[src/rtl/axi4_read_arbiter.sv]
// Purpose: round-robin arbiter sharing one AXI4 read port (AR + R) between NUM_MASTERS requesters.
// Latency: 1 cycle arbitration (IDLE -> ADDR); AR and R paths are combinational pass-through once granted.
// Backpressure: one burst in flight; the grant is held from AR accept to the R beat with last; ready/valid mirrored to the granted requester only.
//
// Ports:
//   clock, reset                  rising-edge clock, async active-high reset
//   io_s_axi_ar_*                 per-requester AR channels, requester i at packed slice i
//   io_s_axi_r_valid/_ready       per-requester R handshake; R id/data/resp/last are broadcast
//   io_m_axi_ar_* / io_m_axi_r_*  single downstream AXI4 read port
module axi4_read_arbiter #(
  parameter int NUM_MASTERS = 2,
  parameter int ADDR_WIDTH  = 32,
  parameter int DATA_WIDTH  = 64,
  parameter int ID_WIDTH    = 4
) (
  input  logic                            clock,
  input  logic                            reset,
  input  logic [NUM_MASTERS-1:0]          io_s_axi_ar_valid,
  output logic [NUM_MASTERS-1:0]          io_s_axi_ar_ready,
  input  logic [NUM_MASTERS*ID_WIDTH-1:0] io_s_axi_ar_bits_id,
  input  logic [NUM_MASTERS*ADDR_WIDTH-1:0] io_s_axi_ar_bits_addr,
  input  logic [NUM_MASTERS*8-1:0]        io_s_axi_ar_bits_len,
  output logic [NUM_MASTERS-1:0]          io_s_axi_r_valid,
  input  logic [NUM_MASTERS-1:0]          io_s_axi_r_ready,
  output logic [ID_WIDTH-1:0]             io_s_axi_r_bits_id,
  output logic [DATA_WIDTH-1:0]           io_s_axi_r_bits_data,
  output logic [1:0]                      io_s_axi_r_bits_resp,
  output logic                            io_s_axi_r_bits_last,
  output logic                            io_m_axi_ar_valid,
  input  logic                            io_m_axi_ar_ready,
  output logic [ID_WIDTH-1:0]             io_m_axi_ar_bits_id,
  output logic [ADDR_WIDTH-1:0]           io_m_axi_ar_bits_addr,
  output logic [7:0]                      io_m_axi_ar_bits_len,
  input  logic                            io_m_axi_r_valid,
  output logic                            io_m_axi_r_ready,
  input  logic [ID_WIDTH-1:0]             io_m_axi_r_bits_id,
  input  logic [DATA_WIDTH-1:0]           io_m_axi_r_bits_data,
  input  logic [1:0]                      io_m_axi_r_bits_resp,
  input  logic                            io_m_axi_r_bits_last
);

  localparam int GW = $clog2(NUM_MASTERS);

  typedef enum logic [1:0] {
    IDLE = 2'd0,
    ADDR = 2'd1,
    DATA = 2'd2
  } state_t;

  state_t          state_q, state_d;
  logic [GW-1:0]   grant_q, grant_d;
  logic [GW-1:0]   last_grant_q, last_grant_d;
  logic [GW-1:0]   winner;
  logic            found;

  // Round-robin pick: first asserted valid scanning upward from last_grant+1.
  always_comb begin
    winner = last_grant_q;
    found  = 1'b0;
    for (int i = 1; i <= NUM_MASTERS; i++) begin
      if (!found && io_s_axi_ar_valid[(int'(last_grant_q) + i) % NUM_MASTERS]) begin
        winner = GW'((int'(last_grant_q) + i) % NUM_MASTERS);
        found  = 1'b1;
      end
    end
  end

  always_ff @(posedge clock or posedge reset) begin
    if (reset) begin
      state_q      <= IDLE;
      grant_q      <= '0;
      last_grant_q <= GW'(NUM_MASTERS - 1);
    end else begin
      state_q      <= state_d;
      grant_q      <= grant_d;
      last_grant_q <= last_grant_d;
    end
  end

  // All handshake outputs decode from state_q, so an async reset drops them immediately.
  always_comb begin
    state_d           = state_q;
    grant_d           = grant_q;
    last_grant_d      = last_grant_q;
    io_s_axi_ar_ready = '0;
    io_s_axi_r_valid  = '0;
    io_m_axi_ar_valid = 1'b0;
    io_m_axi_r_ready  = 1'b0;
    io_m_axi_ar_bits_id   = io_s_axi_ar_bits_id[int'(grant_q)*ID_WIDTH +: ID_WIDTH];
    io_m_axi_ar_bits_addr = io_s_axi_ar_bits_addr[int'(grant_q)*ADDR_WIDTH +: ADDR_WIDTH];
    io_m_axi_ar_bits_len  = io_s_axi_ar_bits_len[int'(grant_q)*8 +: 8];

    case (state_q)
      IDLE: begin
        if (found) begin
          grant_d = winner;
          state_d = ADDR;
        end
      end
      ADDR: begin
        // AXI requires ar_valid to be held, so the granted request cannot vanish here.
        io_m_axi_ar_valid          = 1'b1;
        io_s_axi_ar_ready[grant_q] = io_m_axi_ar_ready;
        if (io_m_axi_ar_ready) begin
          state_d = DATA;
        end
      end
      DATA: begin
        io_s_axi_r_valid[grant_q] = io_m_axi_r_valid;
        io_m_axi_r_ready          = io_s_axi_r_ready[grant_q];
        if (io_m_axi_r_valid && io_s_axi_r_ready[grant_q] && io_m_axi_r_bits_last) begin
          last_grant_d = grant_q;
          state_d      = IDLE;
        end
      end
      default: begin
        state_d = IDLE;
      end
    endcase
  end

  // R payload is broadcast; only the granted requester sees valid.
  assign io_s_axi_r_bits_id   = io_m_axi_r_bits_id;
  assign io_s_axi_r_bits_data = io_m_axi_r_bits_data;
  assign io_s_axi_r_bits_resp = io_m_axi_r_bits_resp;
  assign io_s_axi_r_bits_last = io_m_axi_r_bits_last;

endmodule

[config.mk]
export PLATFORM = sky130hd
export DESIGN_NAME = axi4_read_arbiter
export DESIGN_NICKNAME = d
export VERILOG_FILES = /design/src/rtl/axi4_read_arbiter.sv
export SDC_FILE = /design/constraint.sdc
export NUM_CORES = 1
export LEC_CHECK = 0
export ABC_CLOCK_PERIOD_IN_PS = 1500
export BUFFER_PORTS_ARGS = -buffer_cell sky130_fd_sc_hd__clkbuf_2
export CAP_MARGIN = 20
export CORE_AREA = 2 2 111 113
export CTS_CLUSTER_DIAMETER = 100
export DETAILED_ROUTE_END_ITERATION = 7
export DIE_AREA = 0 0 113 115
export PLACE_DENSITY_LB_ADDON = 0.15
export REMOVE_ABC_BUFFERS = 1
export SLEW_MARGIN = 20
export SYNTH_ARGS = -nofsm -noshare
export SYNTH_HDL_FRONTEND = slang
export SYNTH_SLANG_ARGS = --single-unit
[constraint.sdc]
create_clock -name clock -period 1.5 [get_ports clock]
set_input_delay 0 -clock clock [delete_from_list [all_inputs] [get_ports clock]]
set_output_delay 0 -clock clock [all_outputs]
set_load 0.005 [all_outputs]
==> results_tabular.tex <==
\begin{tabular}{lr}
\hline
Metric & Value \\
\hline
\multicolumn{2}{l}{\textbf{Status}} \\
\quad Outcome & finished, violations left \\
\quad Violations in the final reports & design-rule violations \\
\multicolumn{2}{l}{\textbf{Global routing}} \\
\quad Via count of the first global-routing pass & $\sim$1100 \\
\quad First-pass GRT wire length & $\sim$13 mm \\
\quad Largest net degree at the start of global routing & 28 \\
\quad Antenna violations before repair & 0 \\
\quad Remaining Overflow, GRT & 0 \\
\quad Global-route total usage across every layer & 0.163 \\
\multicolumn{2}{l}{\textbf{Drt}} \\
\quad Mean routed wirelength per cell & between 30 and 40 um \\
\quad DR pass1 iterations & 6 \\
\quad Drc violations & 20 \\
\quad Detailed-route via count & between 1000 and 1500 \\
\quad Starting DRT DRC Count & 66 \\
\quad Overall routed net length & $\sim$11 mm \\
\quad Mean number of vias per cell & about 3.4 \\
\quad Antenna Violating Nets Remaining & 0 \\
\multicolumn{2}{l}{\textbf{CTS}} \\
\quad Clock network latency to the later pin of the worst-skew pair & approximately 0.22 ns \\
\quad Clock tree root driver cell & clkbuf\_16 \\
\quad Clock input transition at the sequential cells of the worst setup and hold paths & $\sim$0.030 ns \\
\quad Num Clock Sinks & 4 \\
\quad Largest buffer count on any clock path & 2 \\
\quad Inserted Clock Buffers & 3 \\
\quad CTS tree & done \\
\quad Depth of the CTS H-tree & 1 \\
\multicolumn{2}{l}{\textbf{Yosys}} \\
\quad Number of instances in the synthesized netlist & about 150 \\
\quad Seq cells post-synth & 4 \\
\quad Area contributors post-synth & buf\_4, mux2\_2, dfrtp\_1, dfstp\_2, buf\_2 \\
\quad Netlist area before placement & 0.00129 mm2 \\
\quad Cell type with the largest total area after synthesis & buf\_4 \\
\quad Yosys top cell area share & 0.412 \\
\quad Syn avg cell area & a little under 9 um2 \\
\quad Yosys cell types & 20 \\
\quad Sequential-to-total area share from yosys stat & 0.0783 \\
\quad Number of warnings printed during yosys synthesis & 0 \\
\multicolumn{2}{l}{\textbf{Timing}} \\
\quad Tmin final & around 1.4 ns \\
\quad Setup repair after global routing missed its margin & false \\
\quad Slew of the pin with the lowest slew margin & roughly 0.23 ns \\
\quad Hold Slack & between 0.00009 and 0.0001 ns \\
\quad Number of hold-slack violations in the final timing report & 0 \\
\quad Final Setup Violations & 0 \\
\quad Number of pins exceeding their max-slew limit in the final report & 0 \\
\quad Rel. slew slack & 0.843 \\
\quad Fraction of the cycle the final worst path needs & 0.935 \\
\quad Worst clock skew & 0.00116 ns \\
\quad Upper clock frequency limit & between 700 and 800 MHz \\
\multicolumn{2}{l}{\textbf{Power}} \\
\quad VDD IR-drop max & between 500 and 600 uV \\
\quad Leakage power & about 0.95 nW \\
\quad Power density over the cells & roughly 1300 mW/mm2 \\
\multicolumn{2}{l}{\textbf{Critical path}} \\
\quad WP data arrival & between 1 and 1.5 ns \\
\quad Critical path capture point type & output pin \\
\quad Setup slack of the most critical reg-to-reg path & $\sim$0.22 ns \\
\quad Worst Path Class, Setup & flip-flop to output pin \\
\quad Critical path peak fanout & 27 \\
\quad Setup crit start kind & flip-flop \\
\quad Depth of the most critical reg-to-reg path & 3 \\
\quad Data required, critical path & 1.50 ns \\
\multicolumn{2}{l}{\textbf{Layout}} \\
\quad Nets@finish & just under 400 \\
\quad Share of layout cells above drive strength 1 & 0.897 \\
\quad Diodes inserted & 0 \\
\quad Most common library cell in the layout ignoring fill and taps & clkbuf\_2 \\
\quad Area added between synthesis and finish & 36.8\% \\
\quad Most frequent cells in the layout & clkbuf\_2, mux2\_2, nand2\_1, nor2\_1, clkbuf\_16 \\
\quad Fill cell count & around 1300 \\
\quad Post-route cell area & about 0.0018 mm2 \\
\multicolumn{2}{l}{\textbf{Flow run}} \\
\quad Max-cap viol count & 0 \\
\multicolumn{2}{l}{\textbf{Floorplanning}} \\
\quad Die extent in y & 115 um \\
\quad Area of the die & 0.0130 mm2 \\
\quad Number of primary I/O pins & about 290 \\
\quad Floorplan core area & about 0.012 mm2 \\
\quad Floorplan die width & roughly 110 um \\
\quad Std cell rows & 40 \\
\quad Initial core utilization & 0.110 \\
\multicolumn{2}{l}{\textbf{Worst hold path}} \\
\quad Class of the worst hold path & primary input to output pin \\
\quad WHS Path Cells & 0 \\
\multicolumn{2}{l}{\textbf{Placed design}} \\
\quad Post-detailed-placement cell area & 0.00167 mm2 \\
\quad Placed wire-length estimate after detailed placement & $\sim$11 mm \\
\quad Buffers added on ports & roughly 150 \\
\quad Final estimated routing congestion in global placement & approximately 0.92 \\
\hline
\end{tabular}
power by group:
part / internal [mW] / total, mW / switching [mW]
logic: 0.946 / 1.62 / 0.673
clock network: 0.351 / 0.430 / 0.0784
registers: 0.174 / 0.237 / 0.0630
synthesized netlist by cell type:
master,number
mux2i_2,1
a32o_1,1
dfrtp_1,3
or2b_1,1
nor2b_1,1
nor3b_1,1
dfstp_2,1
nor3_1,2
and4b_1,1
and3_1,1
mux2_2,44
o21ai_0,1
buf_4,71
a211oi_1,1
nor2_1,4
buf_6,1
mux2_1,1
inv_1,1
buf_2,5
nand2_1,4
sequential cells by signal, summed over array words and instances, names as in the netlist:
signal / count
last_grant_q: 1
grant_q: 1
state_q: 2
critical path: stages, from the launching register on:
cell	delay, ns
dfrtp_2	0.41
buf_6	0.27
mux2_2	0.37
clkbuf_2	0.12
final timing paths:
kind	startpoint	to
max reg2reg	state_q[0]	last_grant_q
min	io_m_axi_r_bits_data[11]	io_s_axi_r_bits_data[11]
max in group asynchronous	reset	last_grant_q
max	grant_q	io_m_axi_ar_bits_addr[11]
min reg2reg	state_q[1]	state_q[0]
min in group asynchronous	reset	state_q[0]
per-stage QoR:
step / setup slack [ns] / instances / power (mW) / utilization / setup TNS, ns
3_5_place_dp: 0.230 / 365 / 1.87 / 0.142 / 0
5_1_grt: 0.0442 / 370 / 2.46 / 0.150 / 0
6_report: 0.0970 / 370 / 2.29 / 0.150 / 0
4_1_cts: 0.0749 / 370 / 2.33 / 0.150 / 0
2_1_floorplan: -0.608 / 69 / 1.12 / - / -11.24
3_3_place_gp: 0.212 / 365 / 1.88 / 0.142 / 0
logic make-up (layout without fill, tap and decap cells):
kind of cell | Yosys count | in the layout | share of synthesized area
multiplexers | 46 | 46 | 0.402
AO/OA/AOI/OAI | 3 | 3 | 0.0174
flip-flops | 4 | 4 | 0.0783
buffers and inverters | 78 | 155 | 0.443
AND/OR/NAND/NOR | 15 | 15 | 0.0599
per-layer routing:
| layer | GRT usage | vias to the layer above | wire length [um] |
|---|---|---|---|
| li1 | - | 576 | - |
| met1 | 0.0656 | 530 | 1670 |
| met2 | 0.296 | 162 | 5810 |
| met3 | 0.273 | 2 | 3890 |
| met4 | 0.00976 | 0 | 3 |
| met5 | 0 | - | 0 |
area by class of cell:
type                       count  area, um2  area share
sequential                     4        103      0.0579
multi-input combinational     64        626       0.353
timing repair buffer         150        777       0.439
clock buffer                   4       78.8      0.0445
tap                          147        184       0.104
inverter                       1       3.75     0.00212
timing repair:
action                                 CTS  global route
resized for setup                        1             1
hold buffers                             1             0
buffers inserted                         0             0
setup endpoints to repair                1             1
pin swaps                                0             0
endpoints found under the hold margin    4             0
No activity file was read; power rests on OpenSTA's default activity.
